File: config.mk
export PLATFORM = sky130hd
export DESIGN_NAME = fb_write_scheduler
export DESIGN_NICKNAME = d
export VERILOG_FILES = /design/src/rtl/fb_write_scheduler.sv
export SDC_FILE = /design/constraint.sdc
export NUM_CORES = 1
export LEC_CHECK = 0
export ABC_AREA = 1
export BUFFER_PORTS_ARGS = -buffer_cell sky130_fd_sc_hd__buf_2
export CELL_PAD_IN_SITES_DETAIL_PLACEMENT = 1
export CELL_PAD_IN_SITES_GLOBAL_PLACEMENT = 2
export CORE_MARGIN = 5
export CORE_UTILIZATION = 42
export DETAILED_ROUTE_END_ITERATION = 7
export MAX_ROUTING_LAYER = met4
export PLACE_DENSITY = 0.77
export SLEW_MARGIN = 10
export SYNTH_ARGS = -nofsm -noshare
export SYNTH_HDL_FRONTEND = slang
export SYNTH_SLANG_ARGS = --single-unit
File: constraint.sdc
create_clock -name iVGA_CLK -period 3.45 [get_ports iVGA_CLK]
set_input_delay 0.8625 -clock iVGA_CLK [delete_from_list [all_inputs] [get_ports iVGA_CLK]]
set_output_delay 0.8625 -clock iVGA_CLK [all_outputs]
set_load 0.01 [all_outputs]
File: src/rtl/fb_write_scheduler.sv
// rtl/fb_write_scheduler.sv - framebuffer write scheduler: pixel FIFO plus fill sequencer, writes only during blanking
module fb_write_scheduler #(
    parameter int ADDR_W     = 19,
    parameter int DATA_W     = 8,
    parameter int FIFO_DEPTH = 16,
    parameter int FB_SIZE    = 307200
) (
    input  logic                          iVGA_CLK,
    input  logic                          iRST_n,
    input  logic                          iBLANK_n,
    input  logic                          iWR_REQ,
    input  logic [ADDR_W-1:0]             iWR_ADDR,
    input  logic [DATA_W-1:0]             iWR_DATA,
    output logic                          oWR_READY,
    input  logic                          iCLR_REQ,
    input  logic [DATA_W-1:0]             iCLR_DATA,
    output logic                          oCLR_BUSY,
    output logic [ADDR_W-1:0]             oRAM_ADDR,
    output logic [DATA_W-1:0]             oRAM_DATA,
    output logic                          oRAM_WREN,
    output logic [$clog2(FIFO_DEPTH):0]   oFIFO_LEVEL,
    output logic                          oOVERFLOW
);

    localparam int PTR_W = $clog2(FIFO_DEPTH);
    localparam int LVL_W = PTR_W + 1;
    localparam logic [ADDR_W-1:0] FB_LAST = ADDR_W'(FB_SIZE - 1);
    localparam logic [LVL_W-1:0]  LVL_FULL = LVL_W'(FIFO_DEPTH);

    typedef enum logic [1:0] {IDLE, DRAIN, CLEAR} state_t;

    state_t              state;
    logic [ADDR_W-1:0]   fifo_addr [FIFO_DEPTH];
    logic [DATA_W-1:0]   fifo_data [FIFO_DEPTH];
    logic [PTR_W-1:0]    wr_ptr;
    logic [PTR_W-1:0]    rd_ptr;
    logic [LVL_W-1:0]    level;
    logic [ADDR_W-1:0]   clr_cnt;
    logic [DATA_W-1:0]   clr_data;
    logic                full;
    logic                push;
    logic                pop;
    logic [ADDR_W-1:0]   head_addr;
    logic [DATA_W-1:0]   head_data;

    // Readiness is judged on the pre-pop level, so a full FIFO drops even when popping.
    assign full      = (level == LVL_FULL);
    assign push      = iWR_REQ && !full;
    assign pop       = (state == DRAIN) && !iBLANK_n && (level != '0);
    assign head_addr = fifo_addr[rd_ptr];
    assign head_data = fifo_data[rd_ptr];

    assign oWR_READY   = !full;
    assign oFIFO_LEVEL = level;

    always_ff @(posedge iVGA_CLK) begin
        if (push) begin
            fifo_addr[wr_ptr] <= iWR_ADDR;
            fifo_data[wr_ptr] <= iWR_DATA;
        end
    end

    always_ff @(posedge iVGA_CLK or negedge iRST_n) begin
        if (!iRST_n) begin
            state     <= IDLE;
            wr_ptr    <= '0;
            rd_ptr    <= '0;
            level     <= '0;
            clr_cnt   <= '0;
            clr_data  <= '0;
            oCLR_BUSY <= 1'b0;
            oRAM_ADDR <= '0;
            oRAM_DATA <= '0;
            oRAM_WREN <= 1'b0;
            oOVERFLOW <= 1'b0;
        end else begin
            oRAM_WREN <= 1'b0;

            if (push) wr_ptr <= wr_ptr + PTR_W'(1);
            if (pop)  rd_ptr <= rd_ptr + PTR_W'(1);
            if (push && !pop)      level <= level + LVL_W'(1);
            else if (pop && !push) level <= level - LVL_W'(1);
            if (iWR_REQ && full) oOVERFLOW <= 1'b1;

            case (state)
                IDLE: begin
                    if (iCLR_REQ) begin
                        state     <= CLEAR;
                        clr_data  <= iCLR_DATA;
                        clr_cnt   <= '0;
                        oCLR_BUSY <= 1'b1;
                    end else if (level != '0) begin
                        state <= DRAIN;
                    end
                end
                DRAIN: begin
                    // Out-of-range entries are consumed silently.
                    if (pop && (head_addr <= FB_LAST)) begin
                        oRAM_WREN <= 1'b1;
                        oRAM_ADDR <= head_addr;
                        oRAM_DATA <= head_data;
                    end
                    if (iCLR_REQ) begin
                        state     <= CLEAR;
                        clr_data  <= iCLR_DATA;
                        clr_cnt   <= '0;
                        oCLR_BUSY <= 1'b1;
                    end else if (level == '0) begin
                        state <= IDLE;
                    end
                end
                CLEAR: begin
                    if (!iBLANK_n) begin
                        oRAM_WREN <= 1'b1;
                        oRAM_ADDR <= clr_cnt;
                        oRAM_DATA <= clr_data;
                        if (clr_cnt == FB_LAST) begin
                            state     <= IDLE;
                            oCLR_BUSY <= 1'b0;
                        end else begin
                            clr_cnt <= clr_cnt + ADDR_W'(1);
                        end
                    end
                end
                default: state <= IDLE;
            endcase
        end
    end

endmodule

-- Word-level counts from Yosys, hierarchy flattened
Memory sizes are Yosys's and may differ from the RTL's.
Cells that the tools add are included.
- add/sub/neg operators: 5
- magnitude comparators: 1
- equal/unequal tests: 11
- muxes and demuxes: 28
- reduce and logical (&&, ||, !) cells: 23
- operators with widths (kind ; number):
    two-way mux 19 bit ; 5
    one-hot mux 19 bit (2 select lines) ; 2
    adder 19 x 1 -> 19 bit (second input constant) ; 1
    == test 19 bit (second input constant) ; 1
    less-or-equal comparator 19 bit (second input constant) ; 1
    two-way mux 8 bit ; 2
    one-hot mux 8 bit (2 select lines) ; 1
    two-way mux 2 bit ; 6
    AND reduction 4 bit ; 3
    two-way mux 5 bit ; 2
    adder 4 x 1 -> 4 bit (second input constant) ; 2
    logical AND 1 bit ; 7
    two-way mux 1 bit ; 7
    inequality test 2 bit (second input constant) ; 3
    one-hot mux 2 bit (3 select lines) ; 1
    nonzero test 2 bit ; 3
    adder 5 x 1 -> 5 bit (second input constant) ; 1
    == test 5 bit (second input constant) ; 1
    zero test 5 bit ; 1
    nonzero test 5 bit ; 1
    subtractor 5 x 1 -> 5 bit (second input constant) ; 1
    zero test 1 bit ; 4
    inequality test 2 x 1 -> 1 bit (second input constant) ; 2
    one-hot mux 1 bit (2 select lines) ; 2
    other kinds (8) ; 8
- register bits: 72
- memory bits (writable): 432
- bits of input ports: 40
- output and inout bits: 36
- word-level logic and storage cells: 81
- memories kept: 2
- memories (name ; depth ; bits a word ; read ports ; clocked after memory_dff ; write ports ; line ; text):
    fifo_addr ; 16 ; 19 ; 1 ; 0 ; 1 ; 33 ; logic [ADDR_W-1:0] fifo_addr [FIFO_DEPTH];
    fifo_data ; 16 ; 8 ; 1 ; 0 ; 1 ; 34 ; logic [DATA_W-1:0] fifo_data [FIFO_DEPTH];

-- Logic depth before layout (Yosys ltp)
Gate-level depths: netlist of the first run.
- word-level depth: 7
- mapped depth: 17
- mapped depth without buffers: 15

-- Least setup slack after synthesis of the first run
No wires, ideal clock.
- path kind: input to register
- start point: input port iWR_REQ
- end point: memory fifo_addr[11][0] (enable)
- setup time: 0.411 ns
- data arrival time: 2.341 ns
- data required time: 3.039 ns
- slack: 0.698 ns
- stages: 4
- path buffers: 0
- path through: nand2_1 -> clkinv_1 -> nand2_1 -> nor2_1
- longest elaborated chain between the ends: 3
- ends and longest elaborated chain (what ; line ; text):
    start: declaration ; 11 ; input logic iWR_REQ,
    logical AND 1 bit ; 48 ; assign push = iWR_REQ && !full;
    net push ; 41 ; logic push;
    two-way mux 1 bit ; 57 ; if (push) begin
    two-way mux 1 bit (implied by the code) ; 58 ; fifo_addr[wr_ptr] <= iWR_ADDR;
    end: declaration ; 33 ;
The timed path passes the listed nets, and every way through them passes these cells.

-- Worst setup path after layout of the first run
- start point: register rd_ptr[0]
- end point: register oRAM_DATA[3]
- longest elaborated chain between the ends: 5
- elaborated cells between the ends (all ways): 8
- those cells by class: 1 x order compare; 1 x eq/ne; 2 x mux; 2 x reduce/logical; 2 x memory
- ends and longest elaborated chain (what ; line ; text):
    start: declaration ; 36 ; logic [PTR_W-1:0] rd_ptr;
    start signal: assignment ; 80 ; if (pop) rd_ptr <= rd_ptr + PTR_W'(1);
    memory (16 x 19 bit) ; - ;
    less-or-equal comparator 19 bit ; 98 ; if (pop && (head_addr <= FB_LAST)) begin
    logical AND 1 bit ; 98 ;
    inequality test 2 x 1 -> 1 bit (no source line) ; - ;
    AND reduction 3 bit (no source line) ; - ;
    end signal: assignment ; 101 ; oRAM_DATA <= head_data;
    end signal: assignment ; 116 ; oRAM_DATA <= clr_data;
    end: declaration ; 19 ; output logic [DATA_W-1:0] oRAM_DATA,
Several ways; a longest one is shown, not always the timed one. The select of a mux whose other input is x is not followed.
A chain may end at the register's enable or synchronous reset.

==> results.ini, run 1 <==
[outcome]
outcome = completed

[clock_network]
postCtsSetupBuffers = 0
cts_resized = 0
cts-root-buf = clkbuf_16
clock_latency_ns = 0.60
cts_max_level = 2
clk_pin_slew_ns = 0.06
clockBufferDepth = 3
cts_hold_buf = 0
cts_tree = yes
clock-sinks = 504
cts_buffers = 54

[synth]
synth-seq-cells = 504
yosys_warnings = 0
yosys.cell_types.count = 37
synthCells = 1820
synth_area_per_cell_um2 = 11.5
synthFlopType = edfxtp_1
synthMuxAreaShare_pct = 0
async_flop_share_pct = 14.3
synth_adder_area_share_pct = 0.873
yosys.area_share.simple_pct = 14.3
syn_area_mm2 = 0.0209
synth_compound_area_share_pct = 9.35
synth_xor_area_share_pct = 0.795
synthesis.nets = 1874
synth_top_family_by_area = simple AND/OR/NAND/NOR gates
synth_edf_count = 432
yosysSeqAreaShare_pct = 70.6

[setup_path]
crit_slowest_cell = buf_4
cp.arrival_ns = 3.48
cp_max_fo = 62
critPathKind = flip-flop to flip-flop
worst_setup_path_start_kind = flip-flop
critPathMostFrequentCell = o21ai_0
slowest_delay_ns = 0.52
endpoint_kind = flip-flop
reg2reg_depth = 10
worstPathRequired_ns = 3.99
cp_cell_sequence = buf_12 > buf_4 > o21ai_0 > o22ai_1 > o21ai_0 > o21ai_1 > nand2_1 > o21ai_0 > nand3_1 > nand2_1

[drt]
dr.pass1.iters = 5
drt-total-wl_um = 60000
ant_nets = 0
routedWlPerCell_um = 23.1
route.detailed.drc = 0
vias = 14134
viasPerCell = 5.45
drtIter0Drc = 1011

[place]
gp_congestion = 0.795
dp_hpwl_um = 34600
portBuffers = 75
place_worst_setup_slack_ns = 0.555

[sta]
layout_worst_path_cycle_share_pct = 85.2
rsz0062_at_grt = no
fin_ws_ns = 0.510
final.setup.tns_ns = 0
worstMarginPinSlew_ns = 0.964
slew_headroom_pct = 35.7
finalSetupViolCount = 0
min_period_ns = 2.94
report.final.slew_viol_count = 0
hold_viol = 0
fin_skew_ns = 0.0134
fmax_mhz = 340

[layout]
syn2layout_area_growth_pct = 14.0
final_util_pct = 48.5
nNetsFinal = 1942
nFillCells = 5201
drive_above_1_share_pct = 11.3

[grt]
track_usage_pct = 22.6
grt_antenna_before_repair = 1
grt_pass1_wl_um = 91200
grt_pass1_vias = 14667
grt_max_degree = 107
globalRouteOverflowTotal = 0

[floorplanning]
die_h_um = 233
die_x_um = 233
core_mm2 = 0.0492
io_pins = 76
dieArea_mm2 = 0.0544
start_util_pct = 42.6
row_count = 81

[pwr]
p_leak_uw = 0.00877
p_per_area_mw_per_mm2 = 865
total_power_uw = 20600
ir_drop_mv = 0.402

[worst_hold_path]
hold_class = primary input to asynchronous set/reset pin

[flow_run]
drv_cap = 0

==> registers in the layout, summed over array words and instances, names as in the netlist, 2 cells and up <==
signal	cells
oFIFO_LEVEL	5
oRAM_ADDR	19
clr_data	8
rd_ptr	4
fifo_addr	304
state	2
wr_ptr	4
clr_cnt	19
fifo_data	128
oRAM_DATA	8
==> metal layers <==
layer  wire length (µm)  vias to the layer above  GRT usage, %
met5                  0                        -             -
met4                970                        0          4.91
met3               2840                       70          3.12
met2              29100                      285          37.1
met1              27200                     7222          30.4
li1                   -                     6557             -
==> per-stage QoR <==
step / hold slack, ns / cells / instance area (µm²)
floorplan: 0.478 / 1820 / 20900
global placement: 0.449 / 2496 / 22300
detailed placement: 0.457 / 2496 / 22300
CTS: 0.447 / 2592 / 23800
global route: 0.482 / 2593 / 23800
finish: 0.425 / 2593 / 23800
==> cells in the mapped netlist, drive strengths merged, types with 5 or more instances <==
| library cell | number | share of area (%) |
|---|---|---|
| clkbuf | 58 | 1.0 |
| nand2 | 353 | 6.4 |
| xor2 | 18 | 0.75 |
| dfrtp | 72 | 8.6 |
| or2 | 5 | 0.15 |
| a21oi | 6 | 0.14 |
| ha | 13 | 0.78 |
| edfxtp | 432 | 62 |
| nand4 | 11 | 0.33 |
| o31ai | 9 | 0.32 |
| nand3 | 132 | 3.2 |
| o21ai | 234 | 5.6 |
| buf | 48 | 1.2 |
| nor3 | 9 | 0.22 |
| o221ai | 23 | 0.96 |
| o22ai | 54 | 1.6 |
| inv | 97 | 1.7 |
| nor2 | 216 | 3.9 |
| o211ai | 13 | 0.47 |
==> kinds of logic (layout without fill, tap and decap cells) <==
family,Yosys count,in the layout
simple gates,731,731
flops,504,504
compound gates,346,346
buf+inv,206,314
xor+xnor,19,19
fa+ha+maj,14,14
other cells,0,1
==> layout by cell type, fill, tap and decap left out, types with 2 or more instances in the layout <==
cell type	count
edfxtp_1	432
nor3_1	9
o31ai_1	9
a31oi_1	2
clkinv_2	9
or2_1	2
nand2_1	351
or2_2	3
ha_1	13
nor2_1	200
nand4_1	11
dfrtp_2	2
a21oi_1	6
o21ai_1	27
buf_4	33
buf_2	74
nand2_4	2
nand3b_1	2
clkinvlp_4	2
buf_12	11
dfrtp_1	69
a21o_1	2
o22ai_1	54
xor2_1	18
inv_1	93
nor2_4	16
clkinv_1	9
nand3_1	131
clkbuf_16	54
inv_2	4
nor4_1	2
o21ai_0	207
o221ai_1	23
clkbuf_1	20
o211ai_1	13
==> worst max-delay path, delay by kind of cell, from the launching register on <==
kind / cells / cell delay (ns)
AO/OA/AOI/OAI: 5 / 1.20
buffers and inverters: 2 / 0.80
flip-flops: 1 / 0.51
AND/OR/NAND/NOR: 3 / 0.29
==> power breakdown <==
group / total, µW / switching [µW] / internal [µW]
Combinational: 7470 / 5370 / 2090
Clock: 5370 / 2390 / 2980
Sequential: 7790 / 331 / 7460
Total: 20600 / 8100 / 12500
==> final cells by class <==
class	count	area (µm²)	area share (%)
Sequential cell	504	14800	62.0
Multi-Input combinational cell	1110	5420	22.7
Clock buffer	75	1440	6.04
Timing Repair Buffer	118	838	3.52
Tap cell	664	831	3.48
Inverter	100	380	1.59
Clock inverter	21	153	0.640
Antenna cell	1	2.50	0.0105
==> final timing paths <==
kind	startpoint	end	slack (ns)
worst max-delay path	rd_ptr[0]	oRAM_DATA[3]	0.51
worst min-delay path	iRST_n	oRAM_ADDR[15]	0.43
worst max register to register	rd_ptr[0]	oRAM_DATA[3]	0.51
worst min register to register	oOVERFLOW	oOVERFLOW	0.47
max in group asynchronous	iRST_n	rd_ptr[0]	2.32
min in group iVGA_CLK	oOVERFLOW	oOVERFLOW	0.47
Power figures use the tool's default switching activity.
==> run 2: changes to the inputs <==
--- a/config.mk
+++ b/config.mk
@@ -14,6 +14,7 @@
 export DETAILED_ROUTE_END_ITERATION = 7
 export MAX_ROUTING_LAYER = met4
 export PLACE_DENSITY = 0.77
+export RECOVER_POWER = 50
 export SLEW_MARGIN = 10
 export SYNTH_ARGS = -nofsm -noshare
 export SYNTH_HDL_FRONTEND = slang
==> results.ini, run 2 (synthesis gave the netlist of run 1 again) <==
[place]
gp_congestion = 0.795
placed_cells = 2496
portBuffers = 75
dp_hpwl_um = 34600

[setup_path]
crit_slowest_cell = buf_4
endpoint_kind = flip-flop
critPathKind = flip-flop to flip-flop
worstPathRequired_ns = 3.99
worst_setup_path_start_kind = flip-flop
critPathMostFrequentCell = o21ai_0
slowest_delay_ns = 0.52
cp.arrival_ns = 3.48
cp_max_fo = 62
cp_cell_sequence = buf_12 > buf_4 > o21ai_0 > o22ai_1 > o21ai_0 > o21ai_1 > nand2_1 > o21ai_0 > nand3_1 > nand2_1

[pwr]
p_seq_share_pct = 37.8
ir_drop_mv = 0.403
clkPwrFrac_pct = 26.1
switching_share_pct = 39.3
p_leak_uw = 0.00867
p_int_uw = 12500
switchingPower_uw = 8100
p_per_area_mw_per_mm2 = 867
comb_power_share_pct = 36.1

[sta]
fmax_mhz = 340
hold_viol = 0
slew_headroom_pct = -26.7
final.setup.tns_ns = 0
rsz0062_at_grt = no
layout_worst_path_cycle_share_pct = 85.4
holdWs_ns = 0.465
fin_skew_ns = 0.0127
finalSetupViolCount = 0
worstMarginPinSlew_ns = 1.90
report.final.slew_viol_count = 73
min_period_ns = 2.94

[layout]
multi_input_area_mm2 = 0.00542
fin_cells = 2593
reg_top3 = fifo_addr: 304 flops, fifo_data: 128 flops
top_register = fifo_addr
layout_commonest_cell = edfxtp_1
mostFrequentLayoutCells = 432 x edfxtp_1, 351 x nand2_1, 207 x o21ai_0, 200 x nor2_1, 131 x nand3_1
largest_reg_flops = 304
drive_above_1_share_pct = 9.65
nNetsFinal = 1942
regArea_mm2 = 0.0148
syn2layout_area_growth_pct = 13.8
nFillCells = 5213

[grt]
globalRouteOverflowTotal = 0
grt_pass1_vias = 14667
grt_pass1_wl_um = 91200
track_usage_pct = 22.6
grt_antenna_before_repair = 1
grt_max_degree = 107

[clock_network]
clk_pin_slew_ns = 0.06
clock-sinks = 504
cts_resized = 0
clockBufferDepth = 3
cts_hold_buf = 0
clock_latency_ns = 0.60
cts_buffers = 54
cts-root-buf = clkbuf_16
cts_max_level = 2
cts_tree = yes
postCtsSetupBuffers = 0

[drt]
dr.pass1.iters = 5
vias = 14140
ant_nets = 0
routedWlPerCell_um = 23.2
drt-total-wl_um = 60000
viasPerCell = 5.45
drtIter0Drc = 967
route.detailed.drc = 0

[floorplanning]
core_mm2 = 0.0492
start_util_pct = 42.6
die_x_um = 233
row_count = 81
dieArea_mm2 = 0.0544
io_pins = 76
die_h_um = 233

[worst_hold_path]
hold_class = flip-flop to flip-flop

[flow_run]
drv_cap = 1

[outcome]
failed_checks = max-capacitance violations, max-slew violations
outcome = finished, violations left

[run 2: cell count changes in the layout (fill, tap and decap cells not counted)]
cell,before,now
clkbuf_1,20,52
clkbuf_2,0,1
buf_2,74,45
buf_4,33,29
[run 2: power by group through the flow]
stage / Sequential (µW) / Clock (µW) / Combinational [µW]
CTS: 7800 / 5500 / 7560
finish: 7800 / 5380 / 7450
global placement: 7900 / 0 / 7330
global route: 7870 / 5720 / 8240
detailed placement: 7920 / 0 / 7510
floorplan: 7900 / 0 / 4540
[run 2: layout make-up]
cell class / count / share of cell area, %
clock inverter: 21 / 0.641
inverter: 100 / 1.60
multi-input combinational: 1110 / 22.8
sequential: 504 / 62.1
clock buffer: 75 / 6.05
tap: 664 / 3.49
antenna: 1 / 0.0105
timing repair buffer: 118 / 3.31
[run 2: through the flow]
step	utilization, %	total power [µW]	worst slack (ns)	area, µm²
after floorplan	-	12400	0.698	20900
after detailed placement	45.3	15400	0.555	22300
after CTS	48.5	20900	0.517	23800
after global placement	45.3	15200	0.720	22300
after global routing	48.4	21800	0.379	23800
final	48.4	20600	0.505	23800
[run 2: worst paths after layout]
| kind | end | start | slack, ns | cells after the start |
|---|---|---|---|---|
| max in group asynchronous | rd_ptr[0] | iRST_n | 1.31 | 1 |
| min | oOVERFLOW | oOVERFLOW | 0.46 | 1 |
| min in group asynchronous | oRAM_ADDR[15] | iRST_n | 0.79 | 1 |
| min reg2reg | oOVERFLOW | oOVERFLOW | 0.46 | 1 |
| max | oRAM_DATA[3] | rd_ptr[0] | 0.51 | 10 |
| max reg2reg | oRAM_DATA[3] | rd_ptr[0] | 0.51 | 10 |
[run 2: critical path: cells and delay by family, from the launching register on]
kind / cells / cell delay (ns)
AOI/OAI and AO/OA: 5 / 1.21
buffers and inverters: 2 / 0.80
DFF: 1 / 0.51
and+or+nand+nor: 3 / 0.29
[run 2: metal layers]
layer	part of all wire, %	GRT usage (%)	vias to the layer above
met4	1.6	4.91	0
li1	-	-	6555
met5	0	-	-
met3	4.6	3.12	73
met1	45	30.4	7239
met2	49	37.1	273
